**src/rtl/fifo_pkg.sv**
```systemverilog
// Shared types and constants for the FIFO read-side packer.
package fifo_pkg;

    // Packer control states: no half held, low half held, beat held in output register.
    typedef enum logic [1:0] {
        IDLE = 2'd0,
        HALF = 2'd1,
        OUT  = 2'd2
    } rdpk_state_e;

    // Byte-lane keep masks for the double-width output beat.
    localparam logic [1:0] KEEP_FULL = 2'b11;
    localparam logic [1:0] KEEP_LO   = 2'b01;

endpackage : fifo_pkg

```
**src/rtl/fifo_rd_packer.sv**
```systemverilog
// FIFO read-side packer: drains a FIFO with one-cycle read latency and packs
// pairs of words into double-width valid/ready beats, with a flush path that
// emits a lone low half-word. Also keeps a sticky underflow flag and a beat counter.
module fifo_rd_packer
    import fifo_pkg::*;
#(
    parameter int FIFO_WIDTH = 16,
    parameter int CNT_WIDTH  = 16
) (
    input  logic                    clk,
    input  logic                    rst_n,
    output logic                    rd_en,
    input  logic [FIFO_WIDTH-1:0]   fifo_rdata,
    input  logic                    fifo_empty,
    input  logic                    fifo_underflow,
    input  logic                    flush,
    output logic [2*FIFO_WIDTH-1:0] m_data,
    output logic [1:0]              m_keep,
    output logic                    m_valid,
    input  logic                    m_ready,
    output logic                    err_underflow,
    output logic [CNT_WIDTH-1:0]    beat_cnt
);

    rdpk_state_e             r_state;
    rdpk_state_e             w_state_nxt;
    logic                    r_rd_pend;
    logic                    r_flush_pend;
    logic [FIFO_WIDTH-1:0]   r_lo;
    logic [2*FIFO_WIDTH-1:0] r_m_data;
    logic [1:0]              r_m_keep;
    logic                    r_err_underflow;
    logic [CNT_WIDTH-1:0]    r_beat_cnt;

    logic w_capture;
    logic w_serve_flush;
    logic w_drop_flush;
    logic w_accept;

    // A read issued last cycle means fifo_rdata holds its word this cycle.
    assign w_capture     = r_rd_pend;
    // A pending flush waits for any in-flight capture before emitting the held half.
    assign w_serve_flush = (r_state == HALF) && !r_rd_pend && r_flush_pend;
    // With nothing held and nothing in flight, a pending flush has nothing to emit.
    assign w_drop_flush  = (r_state == IDLE) && !r_rd_pend && r_flush_pend;
    assign w_accept      = (r_state == OUT) && m_ready;

    // State register.
    // NOTE: sequential state uses non-blocking assignments so every register
    // samples pre-edge values regardless of block ordering.
    always_ff @(posedge clk or negedge rst_n) begin
        if (!rst_n) begin
            r_state <= IDLE;
        end else begin
            r_state <= w_state_nxt;
        end
    end

    // Next-state logic: capture advances IDLE->HALF->OUT, flush shortcuts HALF->OUT.
    // NOTE: the default assignment first keeps this combinational block latch-free.
    always_comb begin
        w_state_nxt = r_state;
        case (r_state)
            IDLE:    if (w_capture)                     w_state_nxt = HALF;
            HALF:    if (w_capture || w_serve_flush)    w_state_nxt = OUT;
            OUT:     if (w_accept)                      w_state_nxt = IDLE;
            default:                                    w_state_nxt = IDLE;
        endcase
    end

    // Output logic: one read in flight at most, none while a beat or flush is pending.
    always_comb begin
        rd_en   = rst_n && !fifo_empty && !r_rd_pend && (r_state != OUT) && !r_flush_pend;
        m_valid = (r_state == OUT);
    end

    // Read/flush bookkeeping: rd_pend tracks the outstanding read, flush_pend latches flush.
    always_ff @(posedge clk or negedge rst_n) begin
        if (!rst_n) begin
            r_rd_pend    <= 1'b0;
            r_flush_pend <= 1'b0;
        end else begin
            r_rd_pend <= rd_en;
            if (flush) begin
                r_flush_pend <= 1'b1;
            end else if (w_serve_flush || w_drop_flush) begin
                r_flush_pend <= 1'b0;
            end
        end
    end

    // Datapath: hold the low half, then build the output beat (full pair or flushed half).
    always_ff @(posedge clk or negedge rst_n) begin
        if (!rst_n) begin
            r_lo     <= '0;
            r_m_data <= '0;
            r_m_keep <= '0;
        end else begin
            if ((r_state == IDLE) && w_capture) begin
                r_lo <= fifo_rdata;
            end
            if ((r_state == HALF) && w_capture) begin
                r_m_data <= {fifo_rdata, r_lo};
                r_m_keep <= KEEP_FULL;
            end else if (w_serve_flush) begin
                r_m_data <= {{FIFO_WIDTH{1'b0}}, r_lo};
                r_m_keep <= KEEP_LO;
            end
        end
    end

    // Status: sticky underflow flag and wrapping count of accepted beats.
    always_ff @(posedge clk or negedge rst_n) begin
        if (!rst_n) begin
            r_err_underflow <= 1'b0;
            r_beat_cnt      <= '0;
        end else begin
            if (fifo_underflow) begin
                r_err_underflow <= 1'b1;
            end
            if (w_accept) begin
                r_beat_cnt <= r_beat_cnt + CNT_WIDTH'(1);
            end
        end
    end

    assign m_data        = r_m_data;
    assign m_keep        = r_m_keep;
    assign err_underflow = r_err_underflow;
    assign beat_cnt      = r_beat_cnt;

endmodule : fifo_rd_packer
```
**config.mk**
```make
export PLATFORM = sky130hd
export DESIGN_NAME = fifo_rd_packer
export DESIGN_NICKNAME = d
export VERILOG_FILES = /design/src/rtl/fifo_pkg.sv /design/src/rtl/fifo_rd_packer.sv
export SDC_FILE = /design/constraint.sdc
export NUM_CORES = 1
export LEC_CHECK = 0
export CAP_MARGIN = 15
export CORE_UTILIZATION = 51
export CTS_BUF_LIST = sky130_fd_sc_hd__clkbuf_16
export CTS_CLUSTER_DIAMETER = 100
export DETAILED_ROUTE_END_ITERATION = 6
export PLACE_DENSITY_LB_ADDON = 0.1
export SLEW_MARGIN = 5
export SYNTH_ARGS = -nofsm -noshare
export SYNTH_HDL_FRONTEND = slang
export SYNTH_SLANG_ARGS = --single-unit
```
**constraint.sdc**
```tcl
create_clock -name clk -period 3.3 [get_ports clk]
set_clock_uncertainty 0.15 [all_clocks]
set_input_delay 0.495 -clock clk [delete_from_list [all_inputs] [get_ports clk]]
set_output_delay 0.495 -clock clk [all_outputs]
set_load 0.1 [all_outputs]
```
==> impl_metrics.py <==
metrics = {
    "outcome": {
        "status": "finished, final reports clean",
    },
    "place": {
        "portBuffers": 74,
        "post_dp_cell_area_mm2": 0.003460,
        "dp_hpwl_um": 3547,
        "gp_routability_congestion": 0.7500,
        "detailedPlace.worstSlack_ns": 1.069,
    },
    "die": {
        "row_count": 26,
        "die-height_um": 76.02,
        "floorplan.core_area_mm2": 0.005205,
        "start_util_pct": 53.68,
        "design.die.area_mm2": 0.005778,
        "die_width_um": 76.02,
        "boundaryPins": 75,
    },
    "routing": {
        "route.detailed.vias_per_inst": 5.083,
        "drt_iter0_markers": 63,
        "drtPass1Iterations": 4,
        "drt_drc_violations_left": 0,
        "total_via_count_after_detailed_routing": 1891,
        "postRouteAntennaNets": 0,
        "wl_per_cell_um": 14.69,
        "routed_wl_um": 5463,
    },
    "yosys": {
        "synth_area_leaders": "sky130_fd_sc_hd__dfrtp_1, sky130_fd_sc_hd__nand2_1, sky130_fd_sc_hd__mux2_2",
        "postSynthNetCount": 240,
        "number_of_warnings_issued_by_yosys": 0,
        "synth_flop_cell": "sky130_fd_sc_hd__dfrtp_1",
        "synth_area_per_inst_um2": 12.88,
        "post_synth_instance_area_mm2": 0.002794,
        "syn-instance-count": 217,
        "synth.distinct_cells": 29,
        "synth_async_sr_flop_share_pct": 100.0,
        "ys_seq_area_share_pct": 63.59,
        "synthDominantCellAreaShare_pct": 63.59,
        "synth_largest_area_cell": "sky130_fd_sc_hd__dfrtp_1",
        "ys_ff_latch": 71,
        "synth_edf_count": 0,
    },
    "worst_setup_path": {
        "crit_path_max_incr_delay_ns": 0.42,
        "timing_worst_setup_path_type": "reg2out",
        "critical_path.max_fanout": 5,
        "required_time_at_the_worst_slack_endpoint_ns": 2.65,
        "critical_path.cell_chain": "nor2_1, nor4bb_4, buf_4",
        "worst-endpoint-arrival_ns": 1.75,
        "path_buf_inv": 1,
        "slowest_stage": "sky130_fd_sc_hd__dfrtp_1",
        "setup.worst_path.start_class": "flop",
        "rrSetupSlack_ns": 1.15,
        "cp_top_family": "simple AND/OR/NAND/NOR gates",
        "critPathCaptureType": "output pin",
    },
    "grt": {
        "first_global_vias": 1964,
        "overflow": 0,
        "gr-usage-all-layers_pct": 21.15,
        "wire_length_of_the_first_global_routing_pass_um": 9266,
        "maximum_number_of_pins_on_one_net_before_global_route_repair": 72,
        "antenna_found_initial": 0,
    },
    "timing": {
        "setup_viol_count_final": 0,
        "rsz_0062_raised_after_global_routing": "no",
        "post-route-min-period_ns": 2.396,
        "slew_worst_pin_ns": 0.8714,
        "finalMaxSlewViolations": 0,
        "max-slew-margin-rel_pct": 41.91,
        "finalHoldViolations": 0,
        "max_freq_mhz": 417.3,
        "post-route-worst-setup-slack_ns": 0.9037,
        "smallest_hold_slack_ns": 0.2601,
        "final.setup.tns_ns": 0,
        "post-route-period-util_pct": 72.61,
    },
    "clocking": {
        "cts_resized": 0,
        "cts.reportedPaths.clkPinSlew_ns": 0.06,
        "cts-root-to-sink-buffers": 2,
        "cts.htree.levels": 3,
        "tritoncts.num_buffers": 9,
        "post-cts-setup-buffer-count": 0,
        "cts.root.buffer_cell": "sky130_fd_sc_hd__clkbuf_16",
        "clock_tree_from_tritoncts": "yes",
        "cts_hold_repair.buffers": 0,
        "clock-sinks": 71,
        "clock_insertion_delay_worst_skew_ns": 0.33,
    },
    "cells_and_area": {
        "diodes": 0,
        "layout-area-overhead-vs-synth_pct": 35.33,
        "final_layout_size_suffix_gt1_share_pct": 32.45,
        "nNetsFinal": 320,
        "n_fill_cell": 383,
        "final_design_area_no_fill_mm2": 0.003781,
    },
    "hold_path": {
        "hold_class": "in2async",
    },
    "power": {
        "static_leakage_nw": 1.929,
        "power_density_mw_per_mm2": 1110,
        "ir_drop_mv": 0.8203,
    },
    "job": {
        "max_cap_violations": 0,
    },
}
cell families (layout without fill, tap and decap cells):
logic type,after synthesis,in the layout,synth area share [%]
buffers and inverters,11,96,2.866
DFF,71,71,63.59
AOI/OAI and AO/OA,19,19,5.643
adders and majority gates,1,1,0.4478
and+or+nand+nor,82,82,15.54
xor gates and xnor gates,15,15,4.702
muxes,18,18,7.210
where the power goes:
| part | switching (mW) | internal (mW) | total (mW) |
|---|---|---|---|
| clock | 0.364 | 0.662 | 1.03 |
| sequential | 0.168 | 1.14 | 1.31 |
| combinational | 1.45 | 0.418 | 1.87 |
| total | 1.98 | 2.22 | 4.20 |
layer usage:
metal / up-vias / wire length (um) / track usage, % / share of wire [%]
met2: 57 / 2527 / 32.73 / 46
met5: - / 0 / 0 / 0
met4: 0 / 119 / 11.92 / 2.2
li1: 906 / - / - / -
met1: 917 / 2497 / 26.89 / 46
met3: 11 / 318 / 5.988 / 5.8
cell usage after synthesis, drive strengths merged (2+ instances only):
cell / count
buf: 9
mux2: 17
dfrtp: 71
a22o: 16
nor3b: 2
nand3: 7
nor4: 3
nor2: 4
o21ai: 2
xnor2: 7
nand2: 51
and3: 4
inv: 2
nand2b: 2
xor2: 8
nand4: 2
final cells by class:
| class | instances | area, um^2 | share of cell area (%) |
|---|---|---|---|
| Tap cell | 70 | 87.58 | 2.316 |
| Clock buffer | 9 | 225.2 | 5.956 |
| Multi-Input combinational cell | 135 | 954.7 | 25.25 |
| Clock inverter | 7 | 96.34 | 2.548 |
| Inverter | 2 | 7.507 | 0.1985 |
| Sequential cell | 71 | 1777 | 46.99 |
| Timing Repair Buffer | 78 | 633.1 | 16.74 |
worst reg2reg max path, cell delays in order (launching register included):
cell and delay [ns]:
sky130_fd_sc_hd__dfrtp_1 0.42, sky130_fd_sc_hd__nor2_1 0.30, sky130_fd_sc_hd__or3b_1 0.75, sky130_fd_sc_hd__buf_4 0.32, sky130_fd_sc_hd__a22o_1 0.16
flip-flops by register name (all words and copies together), names as in the netlist:
signal,count
r_flush_pend,1
beat_cnt,16
r_rd_pend,1
m_keep,2
m_data,32
r_state,2
err_underflow,1
r_lo,16
worst paths after layout:
kind | startpoint | to | cells past startpoint
max | r_rd_pend | rd_en | 3
min | rst_n | beat_cnt[15] | 2
max reg2reg | r_rd_pend | m_data[24] | 4
min reg2reg | r_lo[13] | m_data[13] | 2
max in group asynchronous | rst_n | m_data[18] | 2
min in group clk | r_lo[13] | m_data[13] | 2
metrics by stage:
stage / utilization [%] / power [mW] / instances
global placement: 66.47 / 3.172 / 356
detailed placement: 66.47 / 3.190 / 356
CTS: 72.64 / 4.235 / 372
global route: 72.64 / 4.365 / 372
finish: 72.64 / 4.198 / 372
floorplan: - / 2.789 / 217
layout by cell type (no fill, tap or decap), types with 2 or more instances in the layout:
cell type                         netlist  routed
sky130_fd_sc_hd__dfrtp_1               71      71
sky130_fd_sc_hd__buf_4                  1      57
sky130_fd_sc_hd__nand2_1               51      51
sky130_fd_sc_hd__clkdlybuf4s50_1        0      20
sky130_fd_sc_hd__mux2_2                17      17
sky130_fd_sc_hd__a22o_1                16      16
sky130_fd_sc_hd__clkbuf_16              0       9
sky130_fd_sc_hd__xor2_1                 8       8
sky130_fd_sc_hd__nand3_1                7       7
sky130_fd_sc_hd__xnor2_1                7       7
sky130_fd_sc_hd__nor2_1                 4       4
sky130_fd_sc_hd__and3_1                 4       4
sky130_fd_sc_hd__nor3b_2                2       2
sky130_fd_sc_hd__nand2b_1               2       2
sky130_fd_sc_hd__nor4_4                 2       2
sky130_fd_sc_hd__nand4_1                2       2
sky130_fd_sc_hd__inv_1                  2       2
sky130_fd_sc_hd__o21ai_0                2       2
sky130_fd_sc_hd__clkinvlp_4             0       2
sky130_fd_sc_hd__bufinv_16              0       2
Note: power is estimated with default switching activity, not from simulation.
==> RTL change (same flow settings) <==
Re-encode `rdpk_state_e` (3 states) as one-hot, 3 bits wide.
--- a/src/rtl/fifo_pkg.sv
+++ b/src/rtl/fifo_pkg.sv
@@ -3,8 +3,8 @@
 
     // Packer control states: no half held, low half held, beat held in output register.
-    typedef enum logic [1:0] {
-        IDLE = 2'd0,
-        HALF = 2'd1,
-        OUT  = 2'd2
+    typedef enum logic [2:0] {
+        IDLE = 3'b001,
+        HALF = 3'b010,
+        OUT  = 3'b100
     } rdpk_state_e;
 
Function: no difference found for any inputs over 10 cycles, from zero or initial values and one cycle with rst_n low; not proved beyond that.
==> RTL change against the unedited design <==
  * Sequential cell count up 1
  * Routed wire length down 4.5%
  * Setup slack better by 98 ps
  * Synthesized area down 0.36%
  * Core utilization down 0.51 points
  * Final area down 1.3%
Power is not compared: it rests on default switching activity, and its combinational part moved more than twofold at a synthesized area within 25%.
==> RTL change: results (changes against the unedited design) <==
metric,value,unit,change
"Max FO, Critical Path",24,,+19
xor-xnor portion of the synthesized cell area,4.719,%,+0.017 points
Worst R2R Path Depth,3,,-1
grt met3 use,6.746,%,+0.76 points
HP Class,in -> async,,
placed insts,333,,-6.5%
largest net degree at the start of global routing,73,,+1.4%
Synth Area in Compound Gates,6.697,%,+1.1 points
total congestion overflow,0,,unchanged
WL per Instance,14.95,um,+1.8%
multiplexer area fraction after synthesis,13.35,%,+6.1 points
worst slack at placement,924.4,ps,-144.5 ps
register area share after synthesis,64.76,%,+1.2 points
static leakage,0.001853,uW,
H-Tree Level Count,3,,unchanged
max incr delay on CP,890,ps,+470 ps
Final Cell Area,0.003731,sq mm,-1.3%
met3 wire len,277,um,-13%
top post-synthesis cells by area,"dfrtp_1 64%, mux2_2 13%, a22o_1 5.0%",,
Avg Synthesized Cell Area,14.35,sq um,+11%
Post-synth ARST share,100.0,%,unchanged
mapped cell area,0.002784,sq mm,-0.36%
Clock Latency Late Sink,320,ps,
synthesis warning total,0,,unchanged
synth cell count leaders,"71 x dfrtp_1, 33 x mux2_2, 16 x a22o_1",,
Comb power frac,21.2,%,
# nets final,297,,-7.2%
postcts setup bufs,0,,unchanged
Adder-Cell Fraction of Synth Area,0.4494,%,+0.0016 points
CP arrival,2350,ps,+600 ps
outcome,"complete, no violations",,
worst-margin pin slew,1113,ps,+241.3 ps
M1 GR Usage,26.82,%,-0.070 points
Post-DP HPWL,3.500,mm,-1.3%
Crit path max-delay family,compound AO/OA/AOI/OAI gates,,
Max VDD drop,0.0004878,V,
Yosys cell types,31,,+6.9%
fin cells,349,,-6.2%
M1 wire length,2.422,mm,-3.0%
WL met2,2.477,mm,-2.0%
GRT Total Usage,19.98,%,-1.2 points
n_diodes,0,,unchanged
number of flip-flops in the largest register,32,,unchanged
slowest library cell on the worst path,o21ai_2,,
PostCTS Resize Cnt,0,,unchanged
DR top layer,met4,,
initial antenna violation count,0,,unchanged
Mapped Nets,217,,-9.6%
DR pass1 iterations,4,,unchanged
GP Congestion,0.7750,,+3.3%
vias,1784,,-5.7%
placed cell area,0.003457,sq mm,about the same
vias in the first global route,1744,,-11%
Clk Tree Root Cell,clkbuf_16,,
filler cell count,378,,-1.3%
global routing usage on met2,30.58,%,-2.1 points
first-pass GRT wire length,8.183,mm,-12%
Iteration-0 DRC Markers,106,,+68%
layout cell share with drive strength beyond 1,39.43,%,+7.0 points
## RTL change: changes by cell type in the layout (fill, tap and decap cells not counted), moves of 4 or more
cell	before	now
nand2_1	51	8
xnor2_1	7	11
xor2_1	8	4
nor2_1	4	8
mux2_2	17	33
## RTL change: area by class of cell
| class | instances | area share (%) |
|---|---|---|
| clock inverters | 7 | 1.308 |
| inverters | 2 | 0.2012 |
| repair buffers | 76 | 16.57 |
| well taps | 70 | 2.347 |
| flip-flops and latches | 72 | 48.32 |
| clock buffers | 9 | 6.036 |
| multi-input cells | 113 | 25.22 |
## RTL change: final timing paths
kind / end / slack [ps] / startpoint
min: beat_cnt[12] / 300 / rst_n
max reg2reg: m_data[6] / 1000 / r_rd_pend
min reg2reg: err_underflow / 320 / err_underflow
min in group clk: err_underflow / 320 / err_underflow
max in group asynchronous: r_flush_pend / 2130 / rst_n
max: m_data[6] / 1000 / r_rd_pend
